--- config.mk ---
export PLATFORM = sky130hd
export DESIGN_NAME = mem_port_arbiter_flat
export DESIGN_NICKNAME = d
export VERILOG_FILES = /design/src/rtl/risc5_mem_pkg.sv /design/src/rtl/mem_port_arbiter_if.sv /design/src/rtl/mem_arb_grant.sv /design/src/rtl/mem_port_arbiter.sv /design/src/flat_wrapper.sv
export SDC_FILE = /design/constraint.sdc
export NUM_CORES = 1
export LEC_CHECK = 0
export ABC_CLOCK_PERIOD_IN_PS = 1700
export CORE_MARGIN = 3
export CORE_UTILIZATION = 30
export CTS_CLUSTER_DIAMETER = 150
export DETAILED_ROUTE_END_ITERATION = 7
export MAX_ROUTING_LAYER = met4
export PLACE_DENSITY = 0.65
export SYNTH_ARGS = -nofsm -noshare
export SYNTH_HDL_FRONTEND = slang
export SYNTH_SLANG_ARGS = --single-unit
export TNS_END_PERCENT = 30
--- constraint.sdc ---
create_clock -name clk -period 1.7 [get_ports clk]
set_clock_uncertainty 0.1 [all_clocks]
set_input_delay 0.34 -clock clk [delete_from_list [all_inputs] [get_ports clk]]
set_output_delay 0.34 -clock clk [all_outputs]
set_load 0.02 [all_outputs]
--- src/rtl/risc5_mem_pkg.sv ---
// Shared definitions for the unified-memory port arbiter.
// Contents:
//   - default parameter values (address/data width, memory latency, starvation limit)
//   - arbiter FSM state enum and transaction owner enum
//   - grant vector bit positions
//   - cnt_width(): width of a counter that must hold 0..max_val
package risc5_mem_pkg;

  localparam int DEF_AW         = 32;
  localparam int DEF_DW         = 32;
  localparam int DEF_MEM_LAT    = 1;
  localparam int DEF_MAX_STARVE = 3;

  typedef enum logic [1:0] {
    IDLE  = 2'd0,
    ISSUE = 2'd1,
    WAIT  = 2'd2,
    RESP  = 2'd3
  } arb_state_e;

  typedef enum logic {
    OWN_IF = 1'b0,
    OWN_D  = 1'b1
  } owner_e;

  // Bit positions inside the one-hot grant vector
  localparam int GNT_IF = 0;
  localparam int GNT_D  = 1;

  // A counter that must hold values 0..max_val needs at least one bit
  function automatic int cnt_width(input int max_val);
    return (max_val < 2) ? 1 : $clog2(max_val + 1);
  endfunction

endpackage

--- src/rtl/mem_port_arbiter_if.sv ---
// Bundle of every handshake and memory-side signal around the arbiter.
// Parameters: AW address width, DW data width (multiple of 8).
// Modports:
//   slave  - the arbiter's view: request inputs and mem_rdata in;
//            ready, responses and the memory strobe/address/data out
//   master - the environment's view (fetch unit, LSU and memory together)
interface mem_port_arbiter_if
  import risc5_mem_pkg::*;
#(
  parameter int AW = DEF_AW,
  parameter int DW = DEF_DW
);

  logic              if_req_valid;
  logic              if_req_ready;
  logic [AW-1:0]     if_addr;
  logic              if_rsp_valid;
  logic [DW-1:0]     if_rsp_rdata;

  logic              d_req_valid;
  logic              d_req_ready;
  logic [AW-1:0]     d_addr;
  logic              d_we;
  logic [DW/8-1:0]   d_be;
  logic [DW-1:0]     d_wdata;
  logic              d_rsp_valid;
  logic [DW-1:0]     d_rsp_rdata;

  logic              mem_en;
  logic              mem_we;
  logic [AW-1:0]     mem_addr;
  logic [DW/8-1:0]   mem_be;
  logic [DW-1:0]     mem_wdata;
  logic [DW-1:0]     mem_rdata;

  modport slave (
    input  if_req_valid, if_addr,
    input  d_req_valid, d_addr, d_we, d_be, d_wdata,
    input  mem_rdata,
    output if_req_ready, if_rsp_valid, if_rsp_rdata,
    output d_req_ready, d_rsp_valid, d_rsp_rdata,
    output mem_en, mem_we, mem_addr, mem_be, mem_wdata
  );

  modport master (
    output if_req_valid, if_addr,
    output d_req_valid, d_addr, d_we, d_be, d_wdata,
    output mem_rdata,
    input  if_req_ready, if_rsp_valid, if_rsp_rdata,
    input  d_req_ready, d_rsp_valid, d_rsp_rdata,
    input  mem_en, mem_we, mem_addr, mem_be, mem_wdata
  );

endinterface

--- src/rtl/mem_arb_grant.sv ---
// Grant decision between fetch and data requesters, purely combinational.
// Data normally wins; once fetch has been passed over MAX_STARVE times in a
// row, fetch is forced through.
// Ports:
//   if_valid    in   fetch request valid
//   d_valid     in   data request valid
//   starve_cnt  in   consecutive data grants while fetch waited
//   grant       out  one-hot grant, bit GNT_IF / GNT_D
//   starve_nxt  out  starvation count to store if this grant is taken
module mem_arb_grant
  import risc5_mem_pkg::*;
#(
  parameter int MAX_STARVE = DEF_MAX_STARVE,
  parameter int SCW        = cnt_width(MAX_STARVE)
) (
  input  logic           if_valid,
  input  logic           d_valid,
  input  logic [SCW-1:0] starve_cnt,
  output logic [1:0]     grant,
  output logic [SCW-1:0] starve_nxt
);

  localparam logic [SCW-1:0] STARVE_MAX = SCW'(MAX_STARVE);

  logic fetch_forced;

  // Pick the winner and compute the counter value that goes with it.
  // The counter only advances while fetch is actually waiting; an
  // uncontested data grant or any fetch grant resets it.
  always_comb begin
    grant        = '0;
    starve_nxt   = starve_cnt;
    fetch_forced = if_valid && (starve_cnt == STARVE_MAX);
    if (d_valid && !fetch_forced) begin
      grant[GNT_D] = 1'b1;
      if (!if_valid) begin
        starve_nxt = '0;
      end else if (starve_cnt != STARVE_MAX) begin
        starve_nxt = starve_cnt + SCW'(1);
      end
    end else if (if_valid) begin
      grant[GNT_IF] = 1'b1;
      starve_nxt    = '0;
    end
  end

endmodule

--- src/rtl/mem_port_arbiter.sv ---
// Shares one single-port memory between instruction fetch and load/store.
// One transaction is outstanding at a time: accept -> ISSUE (mem_en) ->
// MEM_LAT cycles of WAIT -> RESP (one-cycle response pulse to the owner).
// A new request may be accepted in IDLE or in the RESP cycle, giving one
// transaction every MEM_LAT+2 cycles when requests are back to back.
// Ports:
//   clk  in  rising-edge clock
//   rst  in  asynchronous reset, active low
//   bus  slave modport of mem_port_arbiter_if (fetch, data and memory sides)
module mem_port_arbiter
  import risc5_mem_pkg::*;
#(
  parameter int AW         = DEF_AW,
  parameter int DW         = DEF_DW,
  parameter int MEM_LAT    = DEF_MEM_LAT,
  parameter int MAX_STARVE = DEF_MAX_STARVE
) (
  input  logic                clk,
  input  logic                rst,
  mem_port_arbiter_if.slave   bus
);

  localparam int BW  = DW / 8;
  localparam int LCW = cnt_width(MEM_LAT - 1);
  localparam int SCW = cnt_width(MAX_STARVE);

  arb_state_e      state_q;
  arb_state_e      state_d;
  owner_e          owner_q;
  logic [AW-1:0]   addr_q;
  logic            we_q;
  logic [BW-1:0]   be_q;
  logic [DW-1:0]   wdata_q;
  logic [LCW-1:0]  lat_q;
  logic [SCW-1:0]  starve_q;
  logic [SCW-1:0]  starve_nxt;
  logic [DW-1:0]   if_rdata_q;
  logic [DW-1:0]   d_rdata_q;
  logic [1:0]      grant;
  logic            accept_window;
  logic            if_accept;
  logic            d_accept;
  logic            accept;
  logic            d_write;
  logic            last_wait;

  mem_arb_grant #(
    .MAX_STARVE (MAX_STARVE),
    .SCW        (SCW)
  ) u_grant (
    .if_valid   (bus.if_req_valid),
    .d_valid    (bus.d_req_valid),
    .starve_cnt (starve_q),
    .grant      (grant),
    .starve_nxt (starve_nxt)
  );

  // ready is only offered while the port is free; gating with rst keeps
  // every output low for the whole time reset is held
  assign accept_window = rst && ((state_q == IDLE) || (state_q == RESP));
  assign if_accept     = accept_window && grant[GNT_IF];
  assign d_accept      = accept_window && grant[GNT_D];
  assign accept        = if_accept || d_accept;
  assign d_write       = d_accept && bus.d_we;
  assign last_wait     = (state_q == WAIT) && (lat_q == '0);

  // State register
  always_ff @(posedge clk or negedge rst) begin
    if (!rst) begin
      state_q <= IDLE;
    end else begin
      state_q <= state_d;
    end
  end

  // Next-state logic
  always_comb begin
    state_d = state_q;
    unique case (state_q)
      IDLE:    if (accept) state_d = ISSUE;
      ISSUE:   state_d = WAIT;
      WAIT:    if (lat_q == '0) state_d = RESP;
      RESP:    state_d = accept ? ISSUE : IDLE;
      default: state_d = IDLE;
    endcase
  end

  // Request latch, latency counter, starvation counter and read-data
  // capture. Reads drive all-ones byte enables and zero write data so the
  // memory sees a clean read strobe.
  always_ff @(posedge clk or negedge rst) begin
    if (!rst) begin
      owner_q    <= OWN_IF;
      addr_q     <= '0;
      we_q       <= 1'b0;
      be_q       <= '0;
      wdata_q    <= '0;
      lat_q      <= '0;
      starve_q   <= '0;
      if_rdata_q <= '0;
      d_rdata_q  <= '0;
    end else begin
      if (accept) begin
        owner_q  <= d_accept ? OWN_D : OWN_IF;
        addr_q   <= d_accept ? bus.d_addr : bus.if_addr;
        we_q     <= d_write;
        be_q     <= d_write ? bus.d_be : {BW{1'b1}};
        wdata_q  <= d_write ? bus.d_wdata : '0;
        starve_q <= starve_nxt;
      end
      if (state_q == ISSUE) begin
        lat_q <= LCW'(MEM_LAT - 1);
      end else if ((state_q == WAIT) && (lat_q != '0)) begin
        lat_q <= lat_q - LCW'(1);
      end
      if (last_wait) begin
        if (owner_q == OWN_IF) begin
          if_rdata_q <= we_q ? '0 : bus.mem_rdata;
        end else begin
          d_rdata_q  <= we_q ? '0 : bus.mem_rdata;
        end
      end
    end
  end

  // Output decode: memory strobe only in ISSUE, response pulse only in RESP
  always_comb begin
    bus.if_req_ready = if_accept;
    bus.d_req_ready  = d_accept;
    bus.mem_en       = 1'b0;
    bus.mem_we       = 1'b0;
    bus.mem_addr     = '0;
    bus.mem_be       = '0;
    bus.mem_wdata    = '0;
    bus.if_rsp_valid = 1'b0;
    bus.d_rsp_valid  = 1'b0;
    if (state_q == ISSUE) begin
      bus.mem_en    = 1'b1;
      bus.mem_we    = we_q;
      bus.mem_addr  = addr_q;
      bus.mem_be    = be_q;
      bus.mem_wdata = wdata_q;
    end
    if (state_q == RESP) begin
      bus.if_rsp_valid = (owner_q == OWN_IF);
      bus.d_rsp_valid  = (owner_q == OWN_D);
    end
  end

  assign bus.if_rsp_rdata = if_rdata_q;
  assign bus.d_rsp_rdata  = d_rdata_q;

endmodule
--- src/flat_wrapper.sv ---
// flat-port wrapper written by rule: the top's interface ports become plain ports
module mem_port_arbiter_flat import risc5_mem_pkg::*;
#(
  parameter int AW         = DEF_AW,
  parameter int DW         = DEF_DW,
  parameter int MEM_LAT    = DEF_MEM_LAT,
  parameter int MAX_STARVE = DEF_MAX_STARVE
)
  (clk, rst, bus_if_req_valid, bus_if_addr, bus_d_req_valid, bus_d_addr, bus_d_we, bus_d_be, bus_d_wdata, bus_mem_rdata, bus_if_req_ready, bus_if_rsp_valid, bus_if_rsp_rdata, bus_d_req_ready, bus_d_rsp_valid, bus_d_rsp_rdata, bus_mem_en, bus_mem_we, bus_mem_addr, bus_mem_be, bus_mem_wdata);
  mem_port_arbiter_if #(.AW(AW), .DW(DW)) bus_i ();
  input  logic clk;
  input  logic rst;
  input wire logic [$bits(bus_i.if_req_valid)-1:0] bus_if_req_valid;
  input wire logic [$bits(bus_i.if_addr)-1:0] bus_if_addr;
  input wire logic [$bits(bus_i.d_req_valid)-1:0] bus_d_req_valid;
  input wire logic [$bits(bus_i.d_addr)-1:0] bus_d_addr;
  input wire logic [$bits(bus_i.d_we)-1:0] bus_d_we;
  input wire logic [$bits(bus_i.d_be)-1:0] bus_d_be;
  input wire logic [$bits(bus_i.d_wdata)-1:0] bus_d_wdata;
  input wire logic [$bits(bus_i.mem_rdata)-1:0] bus_mem_rdata;
  output wire logic [$bits(bus_i.if_req_ready)-1:0] bus_if_req_ready;
  output wire logic [$bits(bus_i.if_rsp_valid)-1:0] bus_if_rsp_valid;
  output wire logic [$bits(bus_i.if_rsp_rdata)-1:0] bus_if_rsp_rdata;
  output wire logic [$bits(bus_i.d_req_ready)-1:0] bus_d_req_ready;
  output wire logic [$bits(bus_i.d_rsp_valid)-1:0] bus_d_rsp_valid;
  output wire logic [$bits(bus_i.d_rsp_rdata)-1:0] bus_d_rsp_rdata;
  output wire logic [$bits(bus_i.mem_en)-1:0] bus_mem_en;
  output wire logic [$bits(bus_i.mem_we)-1:0] bus_mem_we;
  output wire logic [$bits(bus_i.mem_addr)-1:0] bus_mem_addr;
  output wire logic [$bits(bus_i.mem_be)-1:0] bus_mem_be;
  output wire logic [$bits(bus_i.mem_wdata)-1:0] bus_mem_wdata;
  assign bus_i.if_req_valid = bus_if_req_valid;
  assign bus_i.if_addr = bus_if_addr;
  assign bus_i.d_req_valid = bus_d_req_valid;
  assign bus_i.d_addr = bus_d_addr;
  assign bus_i.d_we = bus_d_we;
  assign bus_i.d_be = bus_d_be;
  assign bus_i.d_wdata = bus_d_wdata;
  assign bus_i.mem_rdata = bus_mem_rdata;
  assign bus_if_req_ready = bus_i.if_req_ready;
  assign bus_if_rsp_valid = bus_i.if_rsp_valid;
  assign bus_if_rsp_rdata = bus_i.if_rsp_rdata;
  assign bus_d_req_ready = bus_i.d_req_ready;
  assign bus_d_rsp_valid = bus_i.d_rsp_valid;
  assign bus_d_rsp_rdata = bus_i.d_rsp_rdata;
  assign bus_mem_en = bus_i.mem_en;
  assign bus_mem_we = bus_i.mem_we;
  assign bus_mem_addr = bus_i.mem_addr;
  assign bus_mem_be = bus_i.mem_be;
  assign bus_mem_wdata = bus_i.mem_wdata;
  mem_port_arbiter #(.AW(AW), .DW(DW), .MEM_LAT(MEM_LAT), .MAX_STARVE(MAX_STARVE)) u_core (.clk(clk), .rst(rst), .bus(bus_i));
endmodule
==> flow_summary.toml, run 1 <==
[synth]
async_flop_share = 1.000
yosysTopAreaCell = "dfrtp_1"
yosysTopAreaCellShare = 0.5504
synth_enable_flop_cells = 0
seq_area_frac_synth = 0.5504
yosysUniqueCellTypes = 34
syn_nets = 766
syn_inst = 624
yosys-top-cells-area = "dfrtp_1, and2_1, a221oi_1, a22o_1, nand2_1"
yosys_warnings = 0
ys_ff_latch = 139
syn_area_um2 = 6320
syn_area_per_cell_um2 = 10.13
synthFlopType = "dfrtp_1"

[clock_tree]
cts_max_path_buffers = 2
clkSinkCount = 139
clk_pin_slew_ns = 0.06
clk_latency_ns = 0.41
root_buffer = "clkbuf_16"
htree_levels = 4
numCtsBuffers = 17
cts_tree = "built"

[cells_and_area]
finalNonFillerCells = 1206
drive_gt1_frac = 0.2842
final_common_cell = "dfrtp_1"
seqCellArea_um2 = 3478
fin_nets = 1065
multiInputGateArea_um2 = 2740
area_growth_pct = 68.07
final_cell_mix = "dfrtp_1, clkdlybuf4s50_1, buf_6, nand2_1, dlygate4sd2_1"
n_antenna_cell = 0
fill_cells = 1878

[setup_path]
crit_family = "buffers and inverters"
cpMaxStageDelayCell = "dfrtp_1"
critical_path.max_stage_delay_ns = 0.39
critPathLaunchType = "register"
arrival_ns = 1.69
required_ns = 1.26
path_buf_inv = 4
critical_path.most_common_cell = "buf_6"
cp_cell_sequence = "inv_2 -> ha_4 -> buf_6 -> buf_16 -> and2_4 -> buf_6"
cp-end-kind = "output port"
crit_fanout = 10
criticalPathCategory = "reg2out"

[global_route]
grt_pass1_wl_um = 31170
grt_max_degree = 65
grt-ovfl-total = 0
grt_pass1_vias = 5828
antenna_found_initial = 0
track_usage = 0.1787

[power_and_ir_drop]
ir_drop_mv = 0.7376
finalPower_mw = 18.95
power_leakage_nw = 5.014
power_density_nw_per_um2 = 1784

[die]
coreArea_um2 = 20490
fp-row-count = 52
die_width_um = 151.1
initial_core_util = 0.3084
die_h_um = 151.1
num_io_pins = 275
die_area_um2 = 22840

[routing]
drtIter0Drc = 169
final_antenna_net_count = 0
via_per_inst = 4.711
first_pass_iters = 6
route.detailed.drc = 0
wl_um = 20020
vias = 5681
post_drt_wl_per_cell_um = 16.60

[timing]
fmax_mhz = 469.0
setup_tns_ns = -34.47
drv_slew = 0
timing.slew.headroom = 0.5462
fin_crit_ns = 2.132
rsz0062_at_grt = "yes"
hold_viol_final = 5
tightest_slew_ns = 0.6807
setup_viol = 166
hold_slack_ns = -0.004639
fin_crit_sh = 1.254
fin_ws_ns = -0.4324

[placement]
numPortBuffers = 274
place.gp.congestion = 0.7712
dp_hpwl_um = 13970
place_inst = 1162

[flow_run]
cap_violations = 0

[worst_hold_path]
hp-class = "in2async"

[status]
status = "complete, but fails checks"
violations = "hold timing, setup timing"
-- per-stage QoR --
step / hold slack, ns / util / cell area [µm²] / setup slack [ns]
after global routing: 0.04643 / 0.5183 / 10620 / -0.5005
final: -0.004639 / 0.5183 / 10620 / -0.4324
after floorplan: -0.05559 / - / 6349 / -0.08246
after CTS: 0.01806 / 0.5029 / 10310 / -0.4800
after global placement: 0.3485 / 0.4659 / 9549 / -0.5885
after detailed placement: 0.3515 / 0.4659 / 9549 / -0.5887
-- cells by family after synthesis --
group	after synthesis	share of synthesized area
AND/OR/NAND/NOR	222	0.1786
AO/OA/AOI/OAI	175	0.1958
flip-flops	139	0.5504
buffers and inverters	83	0.06533
adder cells (fa/ha/maj)	5	0.009899
-- where the power goes --
part / total (mW) / internal, mW / switching (mW)
Clock: 3.69 / 2.07 / 1.62
Combinational: 9.65 / 4.71 / 4.94
Sequential: 5.61 / 4.81 / 0.798
-- cell type report --
| type | instances | share of cell area |
|---|---|---|
| tap | 270 | 0.03181 |
| sequential | 139 | 0.3275 |
| timing repair buffer | 329 | 0.3159 |
| clock inverter | 14 | 0.01437 |
| inverter | 34 | 0.01202 |
| clock buffer | 18 | 0.04041 |
| multi-input combinational | 402 | 0.2580 |
-- repair_timing --
item	CTS	global route
gates resized for setup	487	120
setup endpoints to repair	244	209
buffers inserted	3	5
endpoints found under the hold margin	36	0
gates cloned	4	0
hold buffers	1	0
pin swaps	1	21
-- final timing paths --
check,from,cells after the start,end,slack (ns)
min,rst,2,u_core.bus.if_rsp_rdata[26],-0.005
min reg2reg,u_core.bus.if_rsp_rdata[13],2,u_core.bus.if_rsp_rdata[13],0.37
max,u_core.state_q[1],6,bus_mem_addr[13],-0.43
min in group clk,rst,4,u_core.owner_q,0.20
max reg2reg,u_core.state_q[1],8,u_core.wdata_q[3],-0.14
max in group asynchronous,rst,3,u_core.addr_q[3],0.63
-- cells in the mapped netlist (4+ instances only) --
library cell  number
a21oi_1           33
a221oi_1          32
a22o_1            32
and2_1            70
buf_2             21
buf_6              9
clkbuf_1          17
dfrtp_1          139
ha_1               5
inv_1             34
nand2_1           69
nand2b_1          33
nor2_1            36
o21ai_0           36
o21ai_1            9
o21ai_2           20
o22a_1             4
-- layer usage --
| metal | track usage | routed length, µm |
|---|---|---|
| met1 | 0.2267 | 8665 |
| met2 | 0.2824 | 9526 |
| met3 | 0.05595 | 1715 |
| met4 | 0.03944 | 115 |
| met5 | - | 0 |
-- flip-flops by register name (all words and copies together) (netlist names) --
signal,cells
u_core.wdata_q,32
u_core.be_q,4
u_core.bus.if_rsp_rdata,32
u_core.bus.d_rsp_rdata,32
u_core.lat_q,1
u_core.we_q,1
u_core.owner_q,1
u_core.starve_q,2
u_core.addr_q,32
u_core.state_q,2
-- worst register-to-register path, cell delays in order (launching register included) --
cell and delay [ns]:
dfrtp_1 0.39, inv_2 0.12, ha_4 0.23, buf_6 0.12, nor2b_4 0.14, buf_6 0.14
and3_4 0.21, buf_12 0.17, a22o_1 0.16
Power figures use the tool's default switching activity.
==> run 2: changes to the inputs <==
--- a/config.mk
+++ b/config.mk
@@ -6,12 +6,15 @@
 export NUM_CORES = 1
 export LEC_CHECK = 0
 export ABC_CLOCK_PERIOD_IN_PS = 1700
+export CAP_MARGIN = 20
+export CELL_PAD_IN_SITES_DETAIL_PLACEMENT = 0
+export CELL_PAD_IN_SITES_GLOBAL_PLACEMENT = 1
 export CORE_MARGIN = 3
-export CORE_UTILIZATION = 30
+export CORE_UTILIZATION = 28
 export CTS_CLUSTER_DIAMETER = 150
 export DETAILED_ROUTE_END_ITERATION = 7
 export MAX_ROUTING_LAYER = met4
-export PLACE_DENSITY = 0.65
+export PLACE_DENSITY = 0.78
 export SYNTH_ARGS = -nofsm -noshare
 export SYNTH_HDL_FRONTEND = slang
 export SYNTH_SLANG_ARGS = --single-unit
==> run 2 against run 1 <==
  * The flow finishes with violations (setup timing)
  * Worst setup slack worse by 0.029 ns
  * Critical path depth did not move
  * Clock power rose by 2%
  * Cell area is 4.7% higher
  * Combinational power up 11%
  * Die area up 6.9%
  * Final cell count grew 1.7%
  * Sequential power increased by 1%
  * Largest power group unchanged
==> flow_summary.toml, run 2 (synthesis gave the netlist of run 1 again) <==
[clock_tree]
clk_latency_ns = 0.42
htree_levels = 4
root_buffer = "clkbuf_16"
clkSinkCount = 139
numCtsBuffers = 17
cts_tree = "built"
clk_pin_slew_ns = 0.07
cts_max_path_buffers = 2

[global_route]
grt_pass1_wl_um = 32290
antenna_found_initial = 0
grt-ovfl-total = 0
track_usage = 0.1737
grt_pass1_vias = 5875
grt_max_degree = 112

[worst_hold_path]
hp-class = "in2async"

[setup_path]
cpMaxStageDelayCell = "dfrtp_1"
crit_start = "u_core.state_q[1]"
criticalPathCategory = "reg2out"
critPathLaunchType = "register"
critical_path.max_stage_delay_ns = 0.38
required_ns = 1.26
crit_fanout = 3
rr_startpoint = "u_core.state_q[1]"
cp_cell_sequence = "inv_2 -> buf_12 -> ha_4 -> nand3b_1 -> nor2_4 -> buf_6"
arrival_ns = 1.72
cp-end-kind = "output port"

[cells_and_area]
final_common_cell = "dfrtp_1"
fin_nets = 1075
n_antenna_cell = 0
area_growth_pct = 75.97
finalNonFillerCells = 1226
drive_gt1_frac = 0.2992
final_cell_mix = "dfrtp_1, clkdlybuf4s50_1, buf_6, nand2_1, dlymetal6s2s_1"
fill_cells = 2019

[die]
die_area_um2 = 24410
die_h_um = 156.2
die_width_um = 156.2
initial_core_util = 0.2869
num_io_pins = 275
coreArea_um2 = 22030
fp-row-count = 54

[timing]
timing.slew.headroom = 0.5058
fin_crit_ns = 2.161
hold_viol_final = 0
setup_tns_ns = -50.93
tightest_slew_ns = 0.7413
setup_viol = 179
fin_ws_ns = -0.4609
fin_crit_sh = 1.271
drv_slew = 0
rsz0062_at_grt = "yes"
fmax_mhz = 462.8

[routing]
post_drt_wl_per_cell_um = 18.70
first_pass_iters = 8
route.detailed.drc = 0
via_per_inst = 4.754
wl_um = 22930
drtIter0Drc = 281
final_antenna_net_count = 0
vias = 5828

[flow_run]
cap_violations = 0

[power_and_ir_drop]
ir_drop_mv = 0.6474
power_density_nw_per_um2 = 1813
power_leakage_nw = 5.779

[status]
violations = "setup timing"
status = "complete, but fails checks"

[placement]
place.gp.congestion = 0.8009
numPortBuffers = 274
dp_hpwl_um = 14070
place_inst = 1168
==> run 2: changes by cell type in the layout (fill, tap and decap cells not counted), moves of 4 or more <==
cell / before / now
dlygate4sd2_1: 64 / 0
dlymetal6s2s_1: 0 / 64
buf_6: 76 / 85
buf_2: 8 / 0
a221oi_1: 22 / 29
a221oi_2: 10 / 3
clkbuf_16: 17 / 23
and2_1: 11 / 7
and2_4: 59 / 63
buf_12: 9 / 13
buf_16: 4 / 0
==> run 2: cell type report <==
type / count / area, µm² / share of cell area
Clock inverter: 14 / 148.9 / 0.01339
Multi-Input combinational cell: 402 / 2760 / 0.2482
Clock buffer: 18 / 439.2 / 0.03949
Tap cell: 280 / 350.3 / 0.03150
Inverter: 34 / 127.6 / 0.01148
Timing Repair Buffer: 339 / 3815 / 0.3430
Sequential cell: 139 / 3480 / 0.3129
==> run 2: final timing paths <==
| kind | cells after the start | end | slack (ns) |
|---|---|---|---|
| worst max-delay path | 6 | bus_if_req_ready | -0.46 |
| worst min-delay path | 2 | u_core.starve_q[1] | 0.21 |
| worst max register to register | 10 | u_core.wdata_q[29] | -0.36 |
| worst min register to register | 2 | u_core.bus.if_rsp_rdata[9] | 0.37 |
| max in group asynchronous | 4 | u_core.bus.d_rsp_rdata[30] | 0.17 |
| min in group clk | 5 | u_core.owner_q | 0.29 |
==> run 2: repair_timing <==
action                                 in CTS  in global routing
gates cloned                                1                 10
gates resized for setup                   401                232
setup buffers                               6                 11
hold buffers                                1                  0
setup endpoints to repair                 251                275
endpoints found under the hold margin      28                  0
pin swaps                                   1                 59
==> run 2: stage by stage <==
step	cell area, µm²	setup WS, ns	utilization	power [mW]	hold WS (ns)
detailed placement	9554	-0.5569	0.4338	14.47	0.03557
global route	11120	-0.5421	0.5049	21.40	0.2168
floorplan	6349	-0.08246	-	10.33	-0.05559
CTS	10190	-0.4853	0.4628	18.61	0.2206
finish	11120	-0.4609	0.5049	20.16	0.2054
global placement	9554	-0.5322	0.4338	14.36	0.03620
==> run 2: power breakdown <==
group | total (mW) | leakage [nW] | switching, mW | internal, mW
sequential | 5.69 | 1.71 | 0.880 | 4.81
clock | 3.77 | 0.290 | 1.65 | 2.12
combinational | 10.7 | 3.78 | 5.19 | 5.50
==> run 2: critical path, delay by kind of cell, from the launching register on <==
kind / cells / cell delay, ns
adders and majority gates: 1 / 0.20
buffers and inverters: 3 / 0.34
DFF: 1 / 0.38
and+or+nand+nor: 2 / 0.38
==> run 2: metal layers <==
layer | up-vias | track usage | routed length, µm | part of all wire
li1 | 2741 | - | - | -
met3 | 31 | 0.05310 | 1730 | 0.075
met4 | 0 | 0.05252 | 372 | 0.016
met2 | 253 | 0.2664 | 10690 | 0.47
met5 | - | - | 0 | 0
met1 | 2803 | 0.2220 | 10140 | 0.44
